**config.mk**
```make
export PLATFORM = sky130hd
export DESIGN_NAME = etherneco_synctimer_master_cmd
export DESIGN_NICKNAME = d
export VERILOG_FILES = /design/src/rtl/etherneco_synctimer_master_cmd.sv
export SDC_FILE = /design/constraint.sdc
export NUM_CORES = 2
export LEC_CHECK = 0
export BUFFER_PORTS_ARGS = -buffer_cell sky130_fd_sc_hd__buf_4
export CAP_MARGIN = 20
export CORE_MARGIN = 10
export CORE_UTILIZATION = 45
export DETAILED_ROUTE_END_ITERATION = 8
export GPL_ROUTABILITY_DRIVEN = 0
export SYNTH_ARGS = -nofsm -noshare
export SYNTH_HDL_FRONTEND = slang
export SYNTH_SLANG_ARGS = --single-unit
```
**constraint.sdc**
```tcl
create_clock -name clk -period 24.2 [get_ports clk]
set_clock_uncertainty 0.1 [all_clocks]
set_input_delay 2.42 -clock clk [delete_from_list [all_inputs] [get_ports clk]]
set_output_delay 2.42 -clock clk [all_outputs]
set_load 0.01 [all_outputs]
```
**src/rtl/etherneco_synctimer_master_cmd.sv**
```systemverilog
// Master-side sync-timer command stream generator and response collector for the etherneco ring.
// Optional feature: define ETHERNECO_SYNCTIMER_MASTER_LPF_EN to low-pass filter offset commits.
module etherneco_synctimer_master_cmd #(
  parameter int TIMER_WIDTH  = 64,
  parameter int NODE_MAX     = 8,
  parameter int PERIOD_WIDTH = 32,
  parameter int OFFSET_WIDTH = 32
) (
  input  logic                    clk,
  input  logic                    reset,
  input  logic                    enable,
  input  logic                    override_req,
  input  logic [PERIOD_WIDTH-1:0] param_period,
  input  logic [7:0]              node_count,
  input  logic [TIMER_WIDTH-1:0]  current_time,
  output logic                    tx_start,
  output logic                    m_cmd_first,
  output logic                    m_cmd_last,
  output logic [7:0]              m_cmd_data,
  output logic                    m_cmd_valid,
  input  logic                    m_cmd_ready,
  input  logic                    res_rx_start,
  input  logic                    res_rx_end,
  input  logic                    res_rx_error,
  input  logic [15:0]             s_res_pos,
  input  logic [7:0]              s_res_data,
  input  logic                    s_res_valid
);

  localparam logic [1:0] ST_IDLE = 2'd0;
  localparam logic [1:0] ST_WAIT = 2'd1;
  localparam logic [1:0] ST_SEND = 2'd2;

  logic [1:0]              state_r, state_s;
  logic [PERIOD_WIDTH-1:0] cnt_r, period_eff_s;
  logic                    term_s, launch_s, hs_s, last_hs_s, present_s;
  logic [7:0]              n_r, n_clamp_s, cmd_r;
  logic [63:0]             time_ext_s, time_r;
  logic [OFFSET_WIDTH-1:0] t0_r, rtt_r, sel_off_s;
  logic [15:0]             pos_r, pres_pos_s, last_pos_s, off_idx_s, rsp_idx_s;
  logic [7:0]              pres_byte_s, tbyte_s;
  logic                    override_pend_r, rx_active_r, rsp_hit_s;
  logic [OFFSET_WIDTH-1:0] offset_r  [NODE_MAX];
  logic [OFFSET_WIDTH-1:0] staging_r [NODE_MAX];
  logic [OFFSET_WIDTH-1:0] new_off_s [NODE_MAX];
`ifdef ETHERNECO_SYNCTIMER_MASTER_LPF_EN
  logic                    first_commit_r;
  logic [OFFSET_WIDTH-1:0] lpf_off_s [NODE_MAX];
`endif

  assign time_ext_s   = 64'(current_time);
  assign period_eff_s = (param_period == '0) ? PERIOD_WIDTH'(1) : param_period;
  assign term_s       = (cnt_r >= (period_eff_s - PERIOD_WIDTH'(1)));
  assign hs_s         = m_cmd_valid && m_cmd_ready;
  assign last_hs_s    = hs_s && m_cmd_last;
  // A late frame may launch its successor on the very edge of its final handshake.
  assign launch_s     = enable && term_s &&
                        ((state_r == ST_WAIT) || ((state_r == ST_SEND) && last_hs_s));
  assign present_s    = (state_r == ST_SEND) && (!m_cmd_valid || (hs_s && !m_cmd_last));
  assign pres_pos_s   = m_cmd_valid ? (pos_r + 16'd1) : pos_r;
  assign last_pos_s   = 16'd8 + {6'd0, n_r, 2'b00};
  assign off_idx_s    = pres_pos_s - 16'd9;
  assign rsp_idx_s    = s_res_pos - 16'd9;
  assign rsp_hit_s    = s_res_valid && (s_res_pos >= 16'd9) && (rsp_idx_s[15:2] < {6'd0, n_r});

  // Node count clamp to 1..NODE_MAX
  always_comb begin
    n_clamp_s = node_count;
    if (node_count == 8'd0) begin
      n_clamp_s = 8'd1;
    end else if (node_count > 8'(NODE_MAX)) begin
      n_clamp_s = 8'(NODE_MAX);
    end else begin
      n_clamp_s = node_count;
    end
  end

  // Frame sequencing
  always_comb begin
    state_s = state_r;
    case (state_r)
      ST_IDLE: state_s = enable ? ST_WAIT : ST_IDLE;
      ST_WAIT: begin
        if (!enable) begin
          state_s = ST_IDLE;
        end else if (launch_s) begin
          state_s = ST_SEND;
        end else begin
          state_s = ST_WAIT;
        end
      end
      ST_SEND: begin
        if (!last_hs_s) begin
          state_s = ST_SEND;
        end else if (launch_s) begin
          state_s = ST_SEND;
        end else if (!enable) begin
          state_s = ST_IDLE;
        end else begin
          state_s = ST_WAIT;
        end
      end
      default: state_s = ST_IDLE;
    endcase
  end

  // Byte at the position about to be presented; offsets are read live
  always_comb begin
    tbyte_s     = 8'h00;
    sel_off_s   = '0;
    pres_byte_s = 8'h00;
    for (int i = 0; i < 8; i++) begin
      tbyte_s = (pres_pos_s[3:0] == 4'(i + 1)) ? time_r[8*i +: 8] : tbyte_s;
    end
    for (int k = 0; k < NODE_MAX; k++) begin
      sel_off_s = (off_idx_s[15:2] == 14'(k)) ? offset_r[k] : sel_off_s;
    end
    if (pres_pos_s == 16'd0) begin
      pres_byte_s = cmd_r;
    end else if (pres_pos_s < 16'd9) begin
      pres_byte_s = tbyte_s;
    end else begin
      case (off_idx_s[1:0])
        2'd0:    pres_byte_s = sel_off_s[7:0];
        2'd1:    pres_byte_s = sel_off_s[15:8];
        2'd2:    pres_byte_s = sel_off_s[23:16];
        2'd3:    pres_byte_s = sel_off_s[31:24];
        default: pres_byte_s = 8'h00;
      endcase
    end
  end

  // Candidate offsets from the staged elapsed times
  always_comb begin
    for (int k = 0; k < NODE_MAX; k++) begin
      new_off_s[k] = (rtt_r - staging_r[k]) >> 1;
`ifdef ETHERNECO_SYNCTIMER_MASTER_LPF_EN
      lpf_off_s[k] = offset_r[k] + OFFSET_WIDTH'($signed(new_off_s[k] - offset_r[k]) >>> 2);
`endif
    end
  end

  // Period counter, frame launch and payload streaming
  always_ff @(posedge clk or posedge reset) begin
    if (reset) begin
      state_r         <= ST_IDLE;
      cnt_r           <= '0;
      tx_start        <= 1'b0;
      m_cmd_valid     <= 1'b0;
      m_cmd_first     <= 1'b0;
      m_cmd_last      <= 1'b0;
      m_cmd_data      <= 8'h00;
      pos_r           <= 16'd0;
      n_r             <= 8'd1;
      time_r          <= 64'd0;
      t0_r            <= '0;
      cmd_r           <= 8'h00;
      override_pend_r <= 1'b1;
    end else begin
      state_r  <= state_s;
      tx_start <= launch_s;
      if (launch_s || (state_r == ST_IDLE)) begin
        cnt_r <= '0;
      end else if (!term_s) begin
        cnt_r <= cnt_r + PERIOD_WIDTH'(1);
      end
      override_pend_r <= launch_s ? 1'b0 : (override_pend_r | override_req);
      if (launch_s) begin
        n_r    <= n_clamp_s;
        time_r <= time_ext_s;
        t0_r   <= time_ext_s[OFFSET_WIDTH-1:0];
        cmd_r  <= {6'b0, override_pend_r | override_req, enable};
        pos_r  <= 16'd0;
      end
      if (present_s) begin
        m_cmd_valid <= 1'b1;
        m_cmd_data  <= pres_byte_s;
        m_cmd_first <= (pres_pos_s == 16'd0);
        m_cmd_last  <= (pres_pos_s == last_pos_s);
        pos_r       <= pres_pos_s;
      end else if (last_hs_s) begin
        m_cmd_valid <= 1'b0;
        m_cmd_first <= 1'b0;
        m_cmd_last  <= 1'b0;
      end
    end
  end

  // Response capture, round-trip time and offset table commit
  always_ff @(posedge clk or posedge reset) begin
    if (reset) begin
      rtt_r       <= '0;
      rx_active_r <= 1'b0;
      for (int k = 0; k < NODE_MAX; k++) begin
        offset_r[k]  <= '0;
        staging_r[k] <= '0;
      end
`ifdef ETHERNECO_SYNCTIMER_MASTER_LPF_EN
      first_commit_r <= 1'b1;
`endif
    end else begin
      if (res_rx_start) begin
        rtt_r       <= time_ext_s[OFFSET_WIDTH-1:0] - t0_r;
        rx_active_r <= 1'b1;
      end
      if (res_rx_error) begin
        rx_active_r <= 1'b0;
        for (int k = 0; k < NODE_MAX; k++) begin
          staging_r[k] <= '0;
        end
      end else if (res_rx_end && rx_active_r) begin
        rx_active_r <= 1'b0;
        for (int k = 0; k < NODE_MAX; k++) begin
          staging_r[k] <= '0;
          if (8'(k) < n_r) begin
`ifdef ETHERNECO_SYNCTIMER_MASTER_LPF_EN
            offset_r[k] <= first_commit_r ? new_off_s[k] : lpf_off_s[k];
`else
            offset_r[k] <= new_off_s[k];
`endif
          end
        end
`ifdef ETHERNECO_SYNCTIMER_MASTER_LPF_EN
        first_commit_r <= 1'b0;
`endif
      end else if (rsp_hit_s) begin
        for (int k = 0; k < NODE_MAX; k++) begin
          for (int b = 0; b < 4; b++) begin
            if ((rsp_idx_s[15:2] == 14'(k)) && (rsp_idx_s[1:0] == 2'(b))) begin
              staging_r[k][8*b +: 8] <= s_res_data;
            end
          end
        end
      end
    end
  end

endmodule

```
# Yosys cells after proc, flatten, opt, wreduce, memory -nomap -nowiden

Cells that the tools add are included.

Add/sub/neg operators: 15
Order comparisons: 13
Eq/ne operators: 32
Mux-type cells: 76
Bitwise logic cells: 2
Reduce and logical (&&, ||, !) cells: 131

Operators by type and width:

| operator              | count |
|---|---|
| $mux 256              | 3 |
| $mux 8                | 44 |
| $sub 32x32->32        | 9 |
| $mux 31               | 8 |
| $eq 14x3->1 const B   | 8 |
| $reduce_bool 3->1     | 34 |
| $mux 32               | 3 |
| $reduce_and 2->1      | 32 |
| $eq 14x2->1 const B   | 4 |
| $mux 16               | 3 |
| $logic_and 1x1->1     | 42 |
| $add 32x1->32 const B | 1 |
| $ge 32x32->1          | 1 |
| $logic_not 32->1      | 1 |
| $lt 3x8->1 const A    | 4 |
| $pmux 8 s4            | 1 |
| $sub 16x4->16 const B | 2 |
| $sub 32x1->32 const B | 1 |
| $eq 14x1->1 const B   | 2 |
| $logic_not 14->1      | 2 |
| $reduce_and 3->1      | 8 |
| $add 16x1->16 const B | 1 |
| $eq 16x11->1          | 1 |
| $eq 4x3->1 const B    | 4 |
| other kinds (24)      | 50 |

Flip-flop bits (word level): 706
Input port bits: 137
Output and inout bits: 12
Word-level logic and storage cells: 324

# Longest topological paths before layout

Depth after elaboration: 15
Depth in mapped cells: 28
Mapped depth without buffers: 26

# Worst setup path after synthesis

OpenSTA, ideal clock, no wires.

Path type: input-to-reg
From: input param_period[5]
To: register time_r[1]
Setup time: 130 ps
Arrival: 6644 ps
Data required time: 23970 ps
Path slack: 17326 ps
Cell stages on the path: 27
Buffers on the path: 2
Cells stage by stage: or4_1 > nor2_1 > nand4b_1 > nor2_1 > nor2_1 > ha_1 > nand2_1 > or3_1 > nor2_1 > nand2_1 > nor2_1 > xnor2_1 > ha_1 > a21o_1 > a21o_1 > a21o_1 > a21o_1 > a21o_1 > a21oi_1 > o311ai_0 > or2_2 > nand2_1 > inv_1 > clkbuf_1 > clkbuf_1 > nand2_1 > o21ai_0

Word-level cells in the longest chain between the ends: 6

RTL lines:

| item                               | line | source |
|---|---|---|
| start, declared                    | 13   | `input logic [PERIOD_WIDTH-1:0] param_period,` |
| $logic_not 32->1                   | 52   | `assign period_eff_s = (param_period == '0) ? PERIOD_WIDTH'(1) : param_period;` |
| $mux 32 (*)                        | 52   |  |
| $sub 32x1->32 (*)                  | 53   | `assign term_s = (cnt_r >= (period_eff_s - PERIOD_WIDTH'(1)));` |
| $ge 32x32->1 (*)                   | 53   |  |
| $logic_and 1x1->1 (*) (2 in a row) | 57   | `assign launch_s = enable && term_s &&` |
| end signal, assigned               | 170  | `time_r <= time_ext_s;` |
| end, declared                      | 38   | `logic [63:0] time_ext_s, time_r;` |

Mark *: on every way between the ends. The rest lies on a longest branch, timed or not.
A chain may end at the register's enable or synchronous reset.

# Worst setup path after layout

From: input param_period[17]
To: register n_r[1]

Word-level cells in the longest chain between the ends: 6

RTL lines:

| item                               | line | source |
|---|---|---|
| $logic_not 32->1                   | 52   |  |
| $mux 32 (*)                        | 52   |  |
| $sub 32x1->32 (*)                  | 53   |  |
| $ge 32x32->1 (*)                   | 53   |  |
| $logic_and 1x1->1 (*) (2 in a row) | 57   |  |
| end signal, assigned               | 169  | `n_r <= n_clamp_s;` |
| end, declared                      | 37   | `logic [7:0] n_r, n_clamp_s, cmd_r;` |

Marked as above.

==> impl_metrics.env <==
export IMPL_synth_warnings=0
export IMPL_ys_types=79
export IMPL_cts_buffers=81
export IMPL_dieHeight_um=330
export IMPL_synth_top_area_share=0.390
export IMPL_synth_ff_type="dfrtp_1"
export IMPL_cts_tree="done"
export IMPL_core_area_sq_um=95200
export IMPL_worst_hold_path_num_cells=2
export IMPL_cp_slowest_cell="nor4_1"
export IMPL_clockBufferDepth=3
export IMPL_grt_pass1_wl_um=224000
export IMPL_ir_worst_vdd_v=0.0000547
export IMPL_grt_total_usage=0.268
export IMPL_clkSinkCount=674
export IMPL_worstPathRequired_ns=24.59
export IMPL_async_flop_share=1.00
export IMPL_yosys_top_cells_area="dfrtp_1, ha_1, o21ai_0"
export IMPL_post_synth_cell_area_avg_sq_um=8.57
export IMPL_setup_viol=0
export IMPL_clk_latency_ns=0.66
export IMPL_max_clock_freq_ghz=0.130
export IMPL_grt_max_degree=152
export IMPL_cp_arrival_ns=8.08
export IMPL_num_rows=113
export IMPL_grt_overflow=0
export IMPL_initial_utilization=0.454
export IMPL_cts_max_level=3
export IMPL_worstPathMaxFanout=105
export IMPL_worst_hold_path_endpoint="offset_r[203]"
export IMPL_slowest_delay_ns=0.57
export IMPL_cts_root_buf="clkbuf_16"
export IMPL_p_leak_nw=21.6
export IMPL_drc=0
export IMPL_die_area_sq_um=109000
export IMPL_cts_resized=0
export IMPL_synth_seq_area_share=0.391
export IMPL_hold_violations=0
export IMPL_cts_hold_buf=0
export IMPL_cap_violations=0
export IMPL_rr_startpoint="pos_r[0]"
export IMPL_r2r_end="m_cmd_data[0]"
export IMPL_wire_per_inst_um=23.0
export IMPL_yosysMostFrequentCell="dfrtp_1"
export IMPL_drv_slew=0
export IMPL_fin_crit_sh=0.318
export IMPL_syn_to_final_growth_pct=12.5
export IMPL_fin_nets=5594
export IMPL_vias=38000
export IMPL_synth_fp_nets=5499
export IMPL_grt_pass1_vias=36000
export IMPL_antenna_found_initial=9
export IMPL_r2r_slack_ns=18.40
export IMPL_fin_ws_ns=16.51
export IMPL_power_density_nw_per_um2=68.2
export IMPL_tns_ns=0
export IMPL_cts_clk_slew_worst_paths_ns=0.06
export IMPL_io_buffer_count=148
export IMPL_max_slew_worst_pin_slew_ns=1.17
export IMPL_drive_above_1_share=0.0875
export IMPL_max_slew_margin_rel=0.219
export IMPL_drtAntennaViolNets=0
export IMPL_drtIter0Drc=3762
export IMPL_drt_pass1_iterations=7
export IMPL_dpl_hpwl_um=109000
export IMPL_synth_edf_count=0
export IMPL_cp_end_kind="flip-flop"
export IMPL_die_w_um=330
export IMPL_r2r_cells=13
export IMPL_cp_start_kind="input port"
export IMPL_synth_top_area_cell="dfrtp_1"
export IMPL_synth_area_sq_um=43200
export IMPL_min_path_type="flip-flop to flip-flop"
export IMPL_hold_start="offset_r[203]"
export IMPL_routed_wl_um=149000
export IMPL_cts_setup_buffers=0
export IMPL_ys_ff_latch=674
export IMPL_fin_crit_ns=7.69
export IMPL_post_drt_via_cell_ratio=5.87
export IMPL_synth_common_cells="dfrtp_1, o21ai_0, nand2_1"
export IMPL_io_pins=149
export IMPL_outcome="completed"
export IMPL_rsz0062_at_grt="no"
export IMPL_syn_inst=5039
export IMPL_pre_cts_ws_ns=15.84
export IMPL_critical_path_class="input port to flip-flop"
-- registers in the layout, indices dropped and copies added, names as in the netlist --
signal / cells
cmd_r: 2
cnt_r: 32
m_cmd_data: 8
m_cmd_first: 1
m_cmd_last: 1
m_cmd_valid: 1
n_r: 8
offset_r: 248
override_pend_r: 1
pos_r: 16
rtt_r: 32
rx_active_r: 1
staging_r: 256
state_r: 2
time_r: 64
tx_start: 1
-- routing by layer --
metal | routed length [um] | share of wire | GRT usage
met3 | 11400 | 0.077 | 0.0468
met5 | 176 | 0.0012 | 0.0106
met2 | 66200 | 0.44 | 0.420
met4 | 5730 | 0.038 | 0.100
met1 | 65500 | 0.44 | 0.368
-- worst max-delay path: cells and delay by family --
family	cells	cell delay [ns]
AOI/OAI and AO/OA	8	1.32
xor gates and xnor gates	1	0.19
adders and majority gates	2	0.51
buffers and inverters	4	0.99
and+or+nand+nor	14	2.61
-- metrics by stage --
| step | instances | cell area (sq um) | power (mW) | utilization | hold WS [ns] |
|---|---|---|---|---|---|
| 6_report | 6470 | 48600 | 3.31 | 0.511 | 0.373 |
| 5_1_grt | 6469 | 48600 | 3.46 | 0.511 | 0.391 |
| 4_1_cts | 6462 | 48500 | 3.31 | 0.510 | 0.373 |
| 3_5_place_dp | 6313 | 45700 | 2.03 | 0.481 | 0.360 |
| 3_3_place_gp | 6313 | 45700 | 2.02 | 0.481 | 0.354 |
| 2_1_floorplan | 5039 | 43200 | 1.81 | - | 0.333 |
-- placed cells by master, fill, tap and decap left out, drive strengths merged, types with 17 or more instances in the layout --
cell and instances:
a31oi 45, nand3 336, a22oi 22, o21bai 17
a222oi 24, nor4 17, nand2b 60, clkbuf 125
nor2 325, and2 23, nand2 563, o21ai 625
ha 314, a211oi 29, nor2b 53, inv 345
buf 222, or3 32, o21a 59, xnor2 144
dfrtp 672, mux2i 42, a21oi 280, and3 52
o31ai 52, nand4 52, nor3 90, mux2 32
xor2 185, a21o 108
-- cell families (layout without fill, tap and decap cells) --
family,Yosys count,after routing,synth area share
xor+xnor,329,329,0.0668
flops,674,674,0.391
compound gates,1433,1433,0.201
mux,74,74,0.0181
other cells,0,5,0
fa+ha+maj,323,323,0.0952
buf+inv,553,714,0.0489
simple gates,1653,1653,0.179
-- how the worst max path moves through the flow --
stage | slack [ns] | start | cells after the start | endpoint
global placement | 16.03 | param_period[17] | 29 | n_r[2]
floorplan | 2.79 | reset | 1 | cmd_r[0]
detailed placement | 15.84 | param_period[17] | 29 | n_r[1]
finish | 16.51 | param_period[17] | 29 | n_r[1]
global route | 15.92 | param_period[17] | 29 | n_r[2]
CTS | 16.54 | param_period[17] | 29 | n_r[1]
-- power by group --
group / internal [mW] / switching [mW]
Clock: 0.765 / 0.516
Combinational: 0.259 / 0.395
Sequential: 1.26 / 0.112
Total: 2.29 / 1.02
-- area by class of cell --
class | count | area [sq um]
Inverter | 343 | 1290
Fill cell | 9102 | 46600
Tap cell | 1265 | 1580
Multi-Input combinational cell | 3812 | 24300
Clock buffer | 125 | 2510
Clock inverter | 24 | 270
Timing Repair Buffer | 222 | 1710
Antenna cell | 5 | 12.5
Sequential cell | 674 | 16900
No activity file was read; power rests on OpenSTA's default activity.
